$ cat src/rtl/demux_memoria.sv
// Registered 1-to-2 demultiplexer: steers an input word stream into two lane FIFOs.
// Optional DEMUX_AUTOSEL_EN replaces `selector` with an internal alternating lane pointer.
module demux_memoria #(
    parameter int unsigned WIDTH = 2,
    parameter int unsigned DEPTH = 4
) (
    input  logic             clk,
    input  logic             reset_L,
    input  logic [WIDTH-1:0] data_in,
    input  logic             valid_in,
    input  logic             selector,
    output logic             ready_in,
    output logic [WIDTH-1:0] data_out0,
    output logic             valid_out0,
    input  logic             pop0,
    output logic [WIDTH-1:0] data_out1,
    output logic             valid_out1,
    input  logic             pop1,
    output logic             err
);
    localparam int unsigned AW = (DEPTH > 1) ? $clog2(DEPTH) : 1;
    localparam int unsigned CW = AW + 1;

    logic [WIDTH-1:0] mem_q  [2][DEPTH];
    logic [WIDTH-1:0] mem_d  [2][DEPTH];
    logic [AW-1:0]    wptr_q [2];
    logic [AW-1:0]    wptr_d [2];
    logic [AW-1:0]    rptr_q [2];
    logic [AW-1:0]    rptr_d [2];
    logic [CW-1:0]    cnt_q  [2];
    logic [CW-1:0]    cnt_d  [2];
    logic             err_q, err_d;

    logic       tgt;
    logic       push;
    logic [1:0] lane_valid;
    logic [1:0] lane_full;
    logic [1:0] pop_req;
    logic [1:0] pop_ok;

`ifdef DEMUX_AUTOSEL_EN
    logic sel_q, sel_d;

    assign tgt = sel_q;

    // Pointer only advances on an accepted word, so a stalled full lane keeps its turn.
    always_comb begin
        sel_d = sel_q ^ push;
    end

    always_ff @(posedge clk or negedge reset_L) begin
        if (!reset_L) begin
            sel_q <= 1'b0;
        end else begin
            sel_q <= sel_d;
        end
    end
`else
    assign tgt = selector;
`endif

    assign lane_valid = {cnt_q[1] != '0, cnt_q[0] != '0};
    assign lane_full  = {cnt_q[1] == CW'(DEPTH), cnt_q[0] == CW'(DEPTH)};
    assign pop_req    = {pop1, pop0};
    assign pop_ok     = pop_req & lane_valid;

    // Readiness looks only at registered occupancy, never at this cycle's pops.
    assign ready_in = !lane_full[tgt];
    assign push     = valid_in && ready_in;

    always_comb begin
        mem_d  = mem_q;
        wptr_d = wptr_q;
        rptr_d = rptr_q;
        cnt_d  = cnt_q;
        err_d  = err_q | (|(pop_req & ~lane_valid));
        for (int i = 0; i < 2; i++) begin
            if (push && (tgt == 1'(i))) begin
                mem_d[i][wptr_q[i]] = data_in;
                wptr_d[i]           = wptr_q[i] + AW'(1);
            end
            if (pop_ok[i]) begin
                rptr_d[i] = rptr_q[i] + AW'(1);
            end
            cnt_d[i] = cnt_q[i] + CW'(push && (tgt == 1'(i))) - CW'(pop_ok[i]);
        end
    end

    always_ff @(posedge clk or negedge reset_L) begin
        if (!reset_L) begin
            for (int i = 0; i < 2; i++) begin
                for (int j = 0; j < DEPTH; j++) begin
                    mem_q[i][j] <= '0;
                end
                wptr_q[i] <= '0;
                rptr_q[i] <= '0;
                cnt_q[i]  <= '0;
            end
            err_q <= 1'b0;
        end else begin
            mem_q  <= mem_d;
            wptr_q <= wptr_d;
            rptr_q <= rptr_d;
            cnt_q  <= cnt_d;
            err_q  <= err_d;
        end
    end

    assign data_out0  = mem_q[0][rptr_q[0]];
    assign data_out1  = mem_q[1][rptr_q[1]];
    assign valid_out0 = lane_valid[0];
    assign valid_out1 = lane_valid[1];
    assign err        = err_q;

endmodule
$ cat config.mk
export PLATFORM = sky130hd
export DESIGN_NAME = demux_memoria
export DESIGN_NICKNAME = d
export VERILOG_FILES = /design/src/rtl/demux_memoria.sv
export SDC_FILE = /design/constraint.sdc
export NUM_CORES = 1
export LEC_CHECK = 0
export ABC_AREA = 1
export ABC_CLOCK_PERIOD_IN_PS = 3280
export CORE_UTILIZATION = 35
export DETAILED_ROUTE_END_ITERATION = 12
export RECOVER_POWER = 25
export SKIP_LAST_GASP = 1
export SYNTH_ARGS = -nofsm -noshare
export SYNTH_HDL_FRONTEND = slang
export SYNTH_SLANG_ARGS = --single-unit
$ cat constraint.sdc
create_clock -name clk -period 3.28 [get_ports clk]
set_clock_uncertainty 0.1 [all_clocks]
set_input_delay 0.328 -clock clk [delete_from_list [all_inputs] [get_ports clk]]
set_output_delay 0.328 -clock clk [all_outputs]
set_load 0.005 [all_outputs]
==> summary.txt, run 1 <==
Drt
  – Wire per inst: 12.0 um
  – Vias per inst: 4.70
  – Routed vias: 1236
  – Drt initial violations: 63
  – Antenna viol nets, final: 0
  – Routed wire length: 3160 um
  – DRT Pass-1 Iters: 8
  – Final routed DRC violation total: 2

Floorplan
  – Die Area: 0.00508 mm^2
  – Num rows: 24
  – Die Y: 71.3 um
  – Initial core utilization: 37.6%
  – Die width: 71.3 um
  – Num ports: 16
  – Core ar.: 0.00447 mm^2

Place
  – DP HPWL: 2380 um
  – Global placement routability congestion: 0.753
  – Port bufs: 15
  – DP Worst Slack: 0.531 ns

Final layout
  – Most frequent cells in the layout: nand2_1 (44), dfrtp_1 (31), nand3_1 (26)
  – Final net count: 232
  – ANT cells: 0
  – Fill cells: 458
  – Most common cell after layout, fill and taps aside: nand2_1
  – Synth-to-layout area growth: 17.3%
  – Layout cells sized above 1: 9.95%

CTS
  – Clock latency on the worst-skew pair: 0.28 ns
  – Htree depth: 2
  – CTS buffer count: 5
  – Post-CTS setup repair buffer count: 0
  – Clock Tree Root: clkbuf_8
  – Worst-case clock buffer depth: 2
  – # clock sinks: 31
  – CTS tree: built
  – Post-cts resize count: 0
  – Worst-path clk slew: 0.06 ns
  – Post-CTS Hold Fix Bufs: 0

Global routing
  – First-pass GRT wire length: 5890 um
  – Total gr overflow: 0
  – Total track usage: 15.3%
  – Vias in the first global route: 1298
  – Initial antenna violation count: 0
  – Pin count of the biggest net entering global routing: 32

Timing
  – Fin Setup TNS: 0 ns
  – Fmax: 412 MHz
  – Final cycle utilization of the critical path: 74.0%
  – RSZ-0062 raised after global routing: false
  – # setup viols final: 0
  – Final Worst Setup Slack: 0.852 ns
  – Final Hold Viols: 0
  – Least-Margin Pin Slew: 1.65 ns
  – Relative max-transition margin: -10.3%
  – Slew Viols, Final: 32
  – Crit path time final: 2.43 ns

Yosys
  – Synth Register Bits: 31
  – Area contributors post-synth: dfrtp_1 (46%), nand2_1 (9.8%), ha_1 (8.9%)
  – Synth warn: 0
  – Largest area contributor in the netlist: dfrtp_1
  – Mapped Cells: 190
  – Sequential-to-total area share from yosys stat: 46.2%
  – Synth Net Count: 212
  – Top-area cell type share of the netlist area: 46.2%
  – Syn Area/Cell: 8.84 um^2
  – Post-Syn Area: 0.00168 mm^2
  – Yosys cell types: 21

Pwr
  – P per Cell Area: 905 mW/mm^2
  – Final Power: 1.78 mW
  – Worst vdd ir: 242 uV
  – Leakage Power: 0.991 nW

Setup path
  – Critical Path AT: 2.49 ns
  – CP Max Fanout: 12
  – CP Class: input port to register
  – CP Capture Type: register
  – Worst setup SP type: input port
  – RR Startpoint: cnt_q[5]$_DFF_PN0_
  – Crit path from: selector
  – Critical Path RT: 3.34 ns

Hold path
  – HP Class: register to register
  – Worst Hold Launch: mem_q[5]$_DFFE_PN0P_

Status
  – Failing checks: DRC, capacitance limit, slew limit
  – Status: complete, but fails checks

Run
  – Max-Cap Viols: 1
==> stage by stage <==
| step | cell area [um^2] | instances | hold slack [ns] | utilization (%) |
|---|---|---|---|---|
| floorplan | 1680 | 190 | -0.0676 | - |
| global route | 1970 | 263 | 0.384 | 44.0 |
| CTS | 1970 | 263 | 0.344 | 44.1 |
| finish | 1970 | 263 | 0.363 | 44.0 |
| detailed placement | 1870 | 255 | 0.355 | 41.9 |
| global placement | 1870 | 255 | 0.354 | 41.9 |
==> metal layers <==
metal / track usage [%] / wire, um
met5: 0 / 0
met4: 10.0 / 94
met3: 2.67 / 78
met2: 23.6 / 1390
met1: 19.9 / 1590
==> critical path, cell delays in order <==
cell	delay [ns]
clkdlybuf4s50_1	0.55
nor2_2	0.07
nand2_2	0.09
nand3_4	0.10
nor2_4	0.23
inv_1	0.10
ha_1	0.28
inv_1	0.04
ha_1	0.18
fa_1	0.37
xor2_1	0.17
==> state kept, by name, summed over array words and instances, names as in the netlist <==
name,cells
mem_q,16
rptr_q,4
err,1
cnt_q,6
wptr_q,4
==> kinds of logic (layout without fill, tap and decap cells) <==
kind of cell	Yosys count	count (layout)	synth area share, %
adder cells (fa/ha/maj)	14	14	11.3
AND/OR/NAND/NOR	96	96	27.0
AO/OA/AOI/OAI	14	14	4.47
buffers and inverters	29	50	7.97
flip-flops	31	31	46.2
XOR/XNOR	6	6	3.13
==> where the power goes <==
part	total (mW)	internal (mW)	leakage (nW)	switching, mW
Sequential	0.714	0.568	0.374	0.146
Clock	0.327	0.191	0.0515	0.136
Combinational	0.742	0.359	0.566	0.383
Total	1.78	1.12	0.991	0.665
==> cells in the mapped netlist, drive strengths merged <==
master  count
o22ai       4
nand2      48
nor2       20
fa          2
o21ai      10
xor2        3
dfrtp      31
xnor2       3
nand3      27
inv        24
buf         3
ha         12
nand3b      1
clkbuf      2
==> path summary, 6_finish.rpt <==
check                                   endpoint  slack, ns  depth (start not counted)
max reg2reg                   cnt_q[5]$_DFF_PN0_       0.99                         11
max                           cnt_q[5]$_DFF_PN0_       0.85                         11
min reg2reg                 mem_q[5]$_DFFE_PN0P_       0.36                          2
min                         mem_q[5]$_DFFE_PN0P_       0.36                          2
min in group asynchronous   mem_q[6]$_DFFE_PN0P_       0.90                          2
max in group asynchronous  mem_q[11]$_DFFE_PN0P_       1.22                          2
==> cell type report <==
class | instances | area (um^2) | share of cell area [%]
clock buffers | 8 | 100 | 5.08
inverters | 24 | 90.1 | 4.57
well taps | 52 | 65.1 | 3.30
repair buffers | 18 | 169 | 8.57
multi-input cells | 130 | 771 | 39.1
flip-flops and latches | 31 | 776 | 39.4
(Power assumes the default switching activity.)
==> run 2, diff against run 1 <==
- ABC_CLOCK_PERIOD_IN_PS: 3280 -> 2300
- clock period: 3.28 -> 2.3 ns (I/O delays scaled with it)
==> run 2 against run 1 <==
Effect of this change: sequential share of layout area fell by 0.47 points; sequential power rose by 43%; critical path depth did not move; count of clock-buffer cells in the layout fell by 2; worst setup slack got worse by 0.67 ns; largest cell class unchanged; register-to-register slack got worse by 0.80 ns; non-clock buffer count rose by 6; the flow finishes with violations (DRC).
==> summary.txt, run 2 (same netlist as run 1, synthesis figures left out) <==
Final layout
  – ANT cells: 0
  – Final net count: 238
  – Most frequent cells in the layout: nand2_1 (44), dfrtp_1 (31), nand3_1 (26)
  – Largest Register: mem_q
  – Most common cell after layout, fill and taps aside: nand2_1
  – Synth-to-layout area growth: 18.7%
  – Fill cells: 441
  – Max reg flops: 16
  – Final cell utilization of the core: 44.6%
  – Leading registers by flop count: mem_q x16, cnt_q x6
  – Layout cells sized above 1: 12.6%

Timing
  – Crit path time final: 2.11 ns
  – Final Worst Setup Slack: 0.187 ns
  – Final cycle utilization of the critical path: 91.9%
  – Relative max-transition margin: 49.0%
  – Fin Setup TNS: 0 ns
  – RSZ-0062 raised after global routing: false
  – Final Hold Viols: 0
  – Slew Viols, Final: 0
  – Least-Margin Pin Slew: 0.765 ns
  – Fmax: 473 MHz
  – # setup viols final: 0

CTS
  – Worst-path clk slew: 0.06 ns
  – Clock latency on the worst-skew pair: 0.27 ns
  – Clock Tree Root: clkbuf_8
  – CTS buffer count: 5
  – # clock sinks: 31
  – Worst-case clock buffer depth: 2
  – Htree depth: 2
  – CTS tree: built

Place
  – Global placement routability congestion: 0.741
  – Port bufs: 15
  – DP Worst Slack: -0.215 ns
  – DP HPWL: 2300 um

Status
  – Status: complete, but fails checks
  – Failing checks: DRC

Run
  – Max-Cap Viols: 0

Global routing
  – First-pass GRT wire length: 5710 um
  – Total track usage: 14.7%
  – Initial antenna violation count: 0
  – Pin count of the biggest net entering global routing: 32
  – GR Layer Usage met2: 22.5%
  – Top Usage Layer GRT: met2
  – Total gr overflow: 0
  – Vias in the first global route: 1290
  – GR met1 Demand/Resource: 19.9%
  – M3 GR Usage: 4.22%

Setup path
  – CP Class: register to register
  – Worst setup SP type: register
  – Critical Path AT: 2.17 ns
  – CP max stage cell: dfrtp_1
  – Critical Path RT: 2.35 ns
  – Critical-path cell list: inv_2 -> nor2_2 -> nand2_2 -> nand3_4 -> nor2_4 -> inv_1 -> ha_1 -> inv_1 -> ha_1 -> fa_1 -> xor2_1
  – CP Max Fanout: 3
  – Top delay family on crit path: adder cells
  – CP Capture Type: register
  – Worst Path Buf+Inv: 3
  – Largest stage delay, worst path: 0.40 ns

Drt
  – Routed wire length: 3040 um
  – Routed vias: 1255
  – Final routed DRC violation total: 2
  – Antenna viol nets, final: 0
  – Drt initial violations: 30
  – Vias per inst: 4.70
  – Wire per inst: 11.4 um
  – DRT Pass-1 Iters: 9

Pwr
  – P per Cell Area: 1240 mW/mm^2
  – Leakage Power: 1.02 nW
  – Final Power: 2.47 mW
  – Worst vdd ir: 434 uV

Floorplan
  – Num rows: 24
  – Die Y: 71.3 um
  – Initial core utilization: 37.6%
  – Core ar.: 0.00447 mm^2
  – Num ports: 16
  – Die Area: 0.00508 mm^2
  – Die width: 71.3 um

Hold path
  – HP Class: register to register
## run 2: timing repair
item,in CTS,in global routing
endpoints found under the setup margin,0,1
gates resized for setup,0,2
hold buffers,0,0
buffers inserted,0,0
## run 2: tightest hold or removal path: cells and delay by family, from the launching register on
kind             cells  cell delay, ns
DFF                  1            0.34
and+or+nand+nor      2            0.10
## run 2: final timing paths
kind                                      start              endpoint  slack (ns)  cells after the start
setup / recovery             cnt_q[5]$_DFF_PN0_    cnt_q[5]$_DFF_PN0_        0.19                     11
hold / removal             mem_q[3]$_DFFE_PN0P_  mem_q[3]$_DFFE_PN0P_        0.37                      2
setup reg to reg             cnt_q[5]$_DFF_PN0_    cnt_q[5]$_DFF_PN0_        0.19                     11
hold reg to reg            mem_q[3]$_DFFE_PN0P_  mem_q[3]$_DFFE_PN0P_        0.37                      2
max in group asynchronous               reset_L  mem_q[8]$_DFFE_PN0P_        1.16                      2
min in group asynchronous               reset_L  mem_q[7]$_DFFE_PN0P_        0.45                      2
## run 2: metrics by stage
stage / cell area, um^2 / hold slack, ns / instances
5_1_grt: 1990 / 0.384 / 267
3_5_place_dp: 1920 / 0.357 / 261
2_1_floorplan: 1680 / -0.166 / 190
6_report: 1990 / 0.367 / 267
3_3_place_gp: 1920 / 0.352 / 261
4_1_cts: 1990 / 0.258 / 267
## run 2: area by class of cell
| type | count | area (um^2) | area share (%) |
|---|---|---|---|
| multi-input cells | 130 | 773 | 38.8 |
| clock buffers | 6 | 72.6 | 3.64 |
| well taps | 52 | 65.1 | 3.26 |
| flip-flops and latches | 31 | 776 | 38.9 |
| inverters | 24 | 90.1 | 4.52 |
| repair buffers | 24 | 218 | 10.9 |
## run 2: report_power, final
| part | total [mW] | leakage [nW] | switching (mW) | internal [mW] |
|---|---|---|---|---|
| logic | 1.07 | 0.605 | 0.545 | 0.530 |
| clock network | 0.382 | 0.0371 | 0.181 | 0.201 |
| registers | 1.02 | 0.374 | 0.207 | 0.810 |
| total | 2.47 | 1.02 | 0.933 | 1.54 |
## run 2: layer usage
layer	up-vias	routed length [um]
li1	645	-
met1	580	1500
met2	24	1340
met3	6	144
met4	0	56
met5	-	0
==> run 3, diff against run 2 <==
- ABC_CLOCK_PERIOD_IN_PS: 2300 -> 2600
- CORE_ASPECT_RATIO: default -> 2
- CORE_UTILIZATION: 35 -> 60
- PLACE_DENSITY: default -> 0.83
- clock period: 2.3 -> 2.6 ns (I/O delays scaled with it)
==> run 3 against run 2 <==
Effect of this change: the flow finishes with violations (capacitance limit, slew limit); design area decreased by 3.1%; global-route usage grew 14 points; highest routed layer unchanged; die area shrank 40%; routed wire length rose by 13%; hold slack better by 0.0040 ns; clock power fell by 4%; count of clock-buffer cells in the layout is 1 lower; critical path depth stayed put; via count up 3.3%; first-iteration DRC count is 40% higher; combinational power is 8% lower; utilization up 30 points.
==> summary.txt, run 3 (same netlist as run 1, synthesis figures left out) <==
Timing
  – Relative max-transition margin: -9.84%
  – Final Worst Setup Slack: 0.402 ns
  – RSZ-0062 raised after global routing: false
  – Final cycle utilization of the critical path: 84.5%
  – Slew Viols, Final: 32
  – Crit path time final: 2.20 ns
  – Fmax: 455 MHz
  – Least-Margin Pin Slew: 1.65 ns
  – Final Hold Viols: 0
  – Fin Setup TNS: 0 ns
  – # setup viols final: 0
  – Hold_ws: 0.371 ns

Floorplan
  – Core ar.: 0.00260 mm^2
  – Num ports: 16
  – Die Y: 76.8 um
  – Die width: 39.4 um
  – Initial core utilization: 64.6%
  – Num rows: 26
  – Die Area: 0.00303 mm^2

CTS
  – Post-cts resize count: 0
  – Clock latency on the worst-skew pair: 0.29 ns
  – Htree depth: 2
  – CTS tree: built
  – Worst-case clock buffer depth: 2
  – Clock Tree Root: clkbuf_8
  – Post-CTS setup repair buffer count: 0
  – Post-CTS Hold Fix Bufs: 0
  – CTS buffer count: 5
  – Worst-path clk slew: 0.06 ns
  – # clock sinks: 31

Final layout
  – Fin area: 0.00193 mm^2
  – Most frequent cells in the layout: nand2_1 (44), dfrtp_1 (31), nand3_1 (26)
  – Largest Register: mem_q
  – Synth-to-layout area growth: 15.0%
  – ANT cells: 0
  – Leading registers by flop count: mem_q x16, cnt_q x6
  – Max reg flops: 16
  – Most common cell after layout, fill and taps aside: nand2_1
  – Fill cells: 187
  – Layout cells sized above 1: 10.8%
  – Multi-input gate area: 771 um^2
  – Final net count: 233
  – Register Area: 776 um^2

Setup path
  – RR Startpoint: cnt_q[4]$_DFF_PN0_
  – CP Max Fanout: 4
  – CP Capture Type: register
  – CP Class: input port to register
  – Worst setup SP type: input port
  – Critical Path AT: 2.27 ns
  – Critical Path RT: 2.67 ns
  – R2r setup slk: 0.46 ns
  – R2R Path End: cnt_q[5]$_DFF_PN0_
  – R2R depth: 9

Hold path
  – WHS Endpoint: mem_q[10]$_DFFE_PN0P_
  – Hold Path Stages: 2
  – HP Class: register to register
  – Worst Hold Launch: mem_q[10]$_DFFE_PN0P_

Drt
  – Final routed DRC violation total: 0
  – Antenna viol nets, final: 0
  – Wire per inst: 14.3 um
  – Vias per inst: 5.40
  – Routed wire length: 3430 um
  – Routed vias: 1296
  – DRT Pass-1 Iters: 5
  – Drt initial violations: 42

Status
  – Failing checks: capacitance limit, slew limit
  – Status: complete, but fails checks

Global routing
  – Total gr overflow: 0
  – Initial antenna violation count: 0
  – Vias in the first global route: 1359
  – Total track usage: 28.7%
  – Pin count of the biggest net entering global routing: 32
  – First-pass GRT wire length: 5930 um

Pwr
  – P per Cell Area: 1170 mW/mm^2
  – Final Power: 2.26 mW
  – Worst vdd ir: 680 uV
  – Leakage Power: 0.993 nW

Place
  – DP Area: 0.00185 mm^2
  – Port bufs: 15
  – Global placement routability congestion: 0.789
  – DP Worst Slack: 0.0875 ns
  – DP HPWL: 2590 um

Run
  – Max-Cap Viols: 1
-- run 3: worst max-delay path by stage --
stage                            end               start  cells past startpoint  slack [ns]
6_report          cnt_q[5]$_DFF_PN0_            selector                     11        0.40
5_1_grt        rptr_q[1]$_DFFE_PN0P_             reset_L                      2        0.25
4_1_cts           cnt_q[5]$_DFF_PN0_            selector                     11        0.40
3_5_place_dp      cnt_q[5]$_DFF_PN0_            selector                     11        0.09
3_3_place_gp      cnt_q[5]$_DFF_PN0_            selector                     11        0.18
2_1_floorplan     cnt_q[5]$_DFF_PN0_  cnt_q[5]$_DFF_PN0_                     11        0.57
-- run 3: stage by stage --
step           util [%]  instances
5_1_grt            74.2        240
3_3_place_gp       71.2        232
2_1_floorplan         -        190
6_report           74.2        240
4_1_cts            74.4        240
3_5_place_dp       71.2        232
-- run 3: area by class of cell --
type,instances,share of cell area [%]
inverters,24,4.66
multi-input cells,130,39.9
flip-flops and latches,31,40.2
clock buffers,5,3.56
well taps,28,1.81
repair buffers,19,9.13
clock inverters,3,0.777
-- run 3: power by group --
group,internal (mW),switching [mW]
Sequential,0.716,0.194
Clock,0.183,0.183
Combinational,0.463,0.522
Total,1.36,0.899
-- run 3: critical path: stages --
cell	delay (ns)
clkdlybuf4s50_1	0.55
nor2_2	0.06
nand2_2	0.10
nand3_4	0.10
nor2_4	0.10
inv_1	0.06
ha_1	0.27
inv_1	0.04
ha_1	0.18
fa_1	0.38
xor2_1	0.17
-- run 3: per-layer routing --
metal,up-vias,global-route usage (%),wire length [um]
li1,639,-,-
met1,625,30.3,1260
met2,24,46.2,1980
met3,8,8.38,109
met4,0,17.6,89
met5,-,0,0
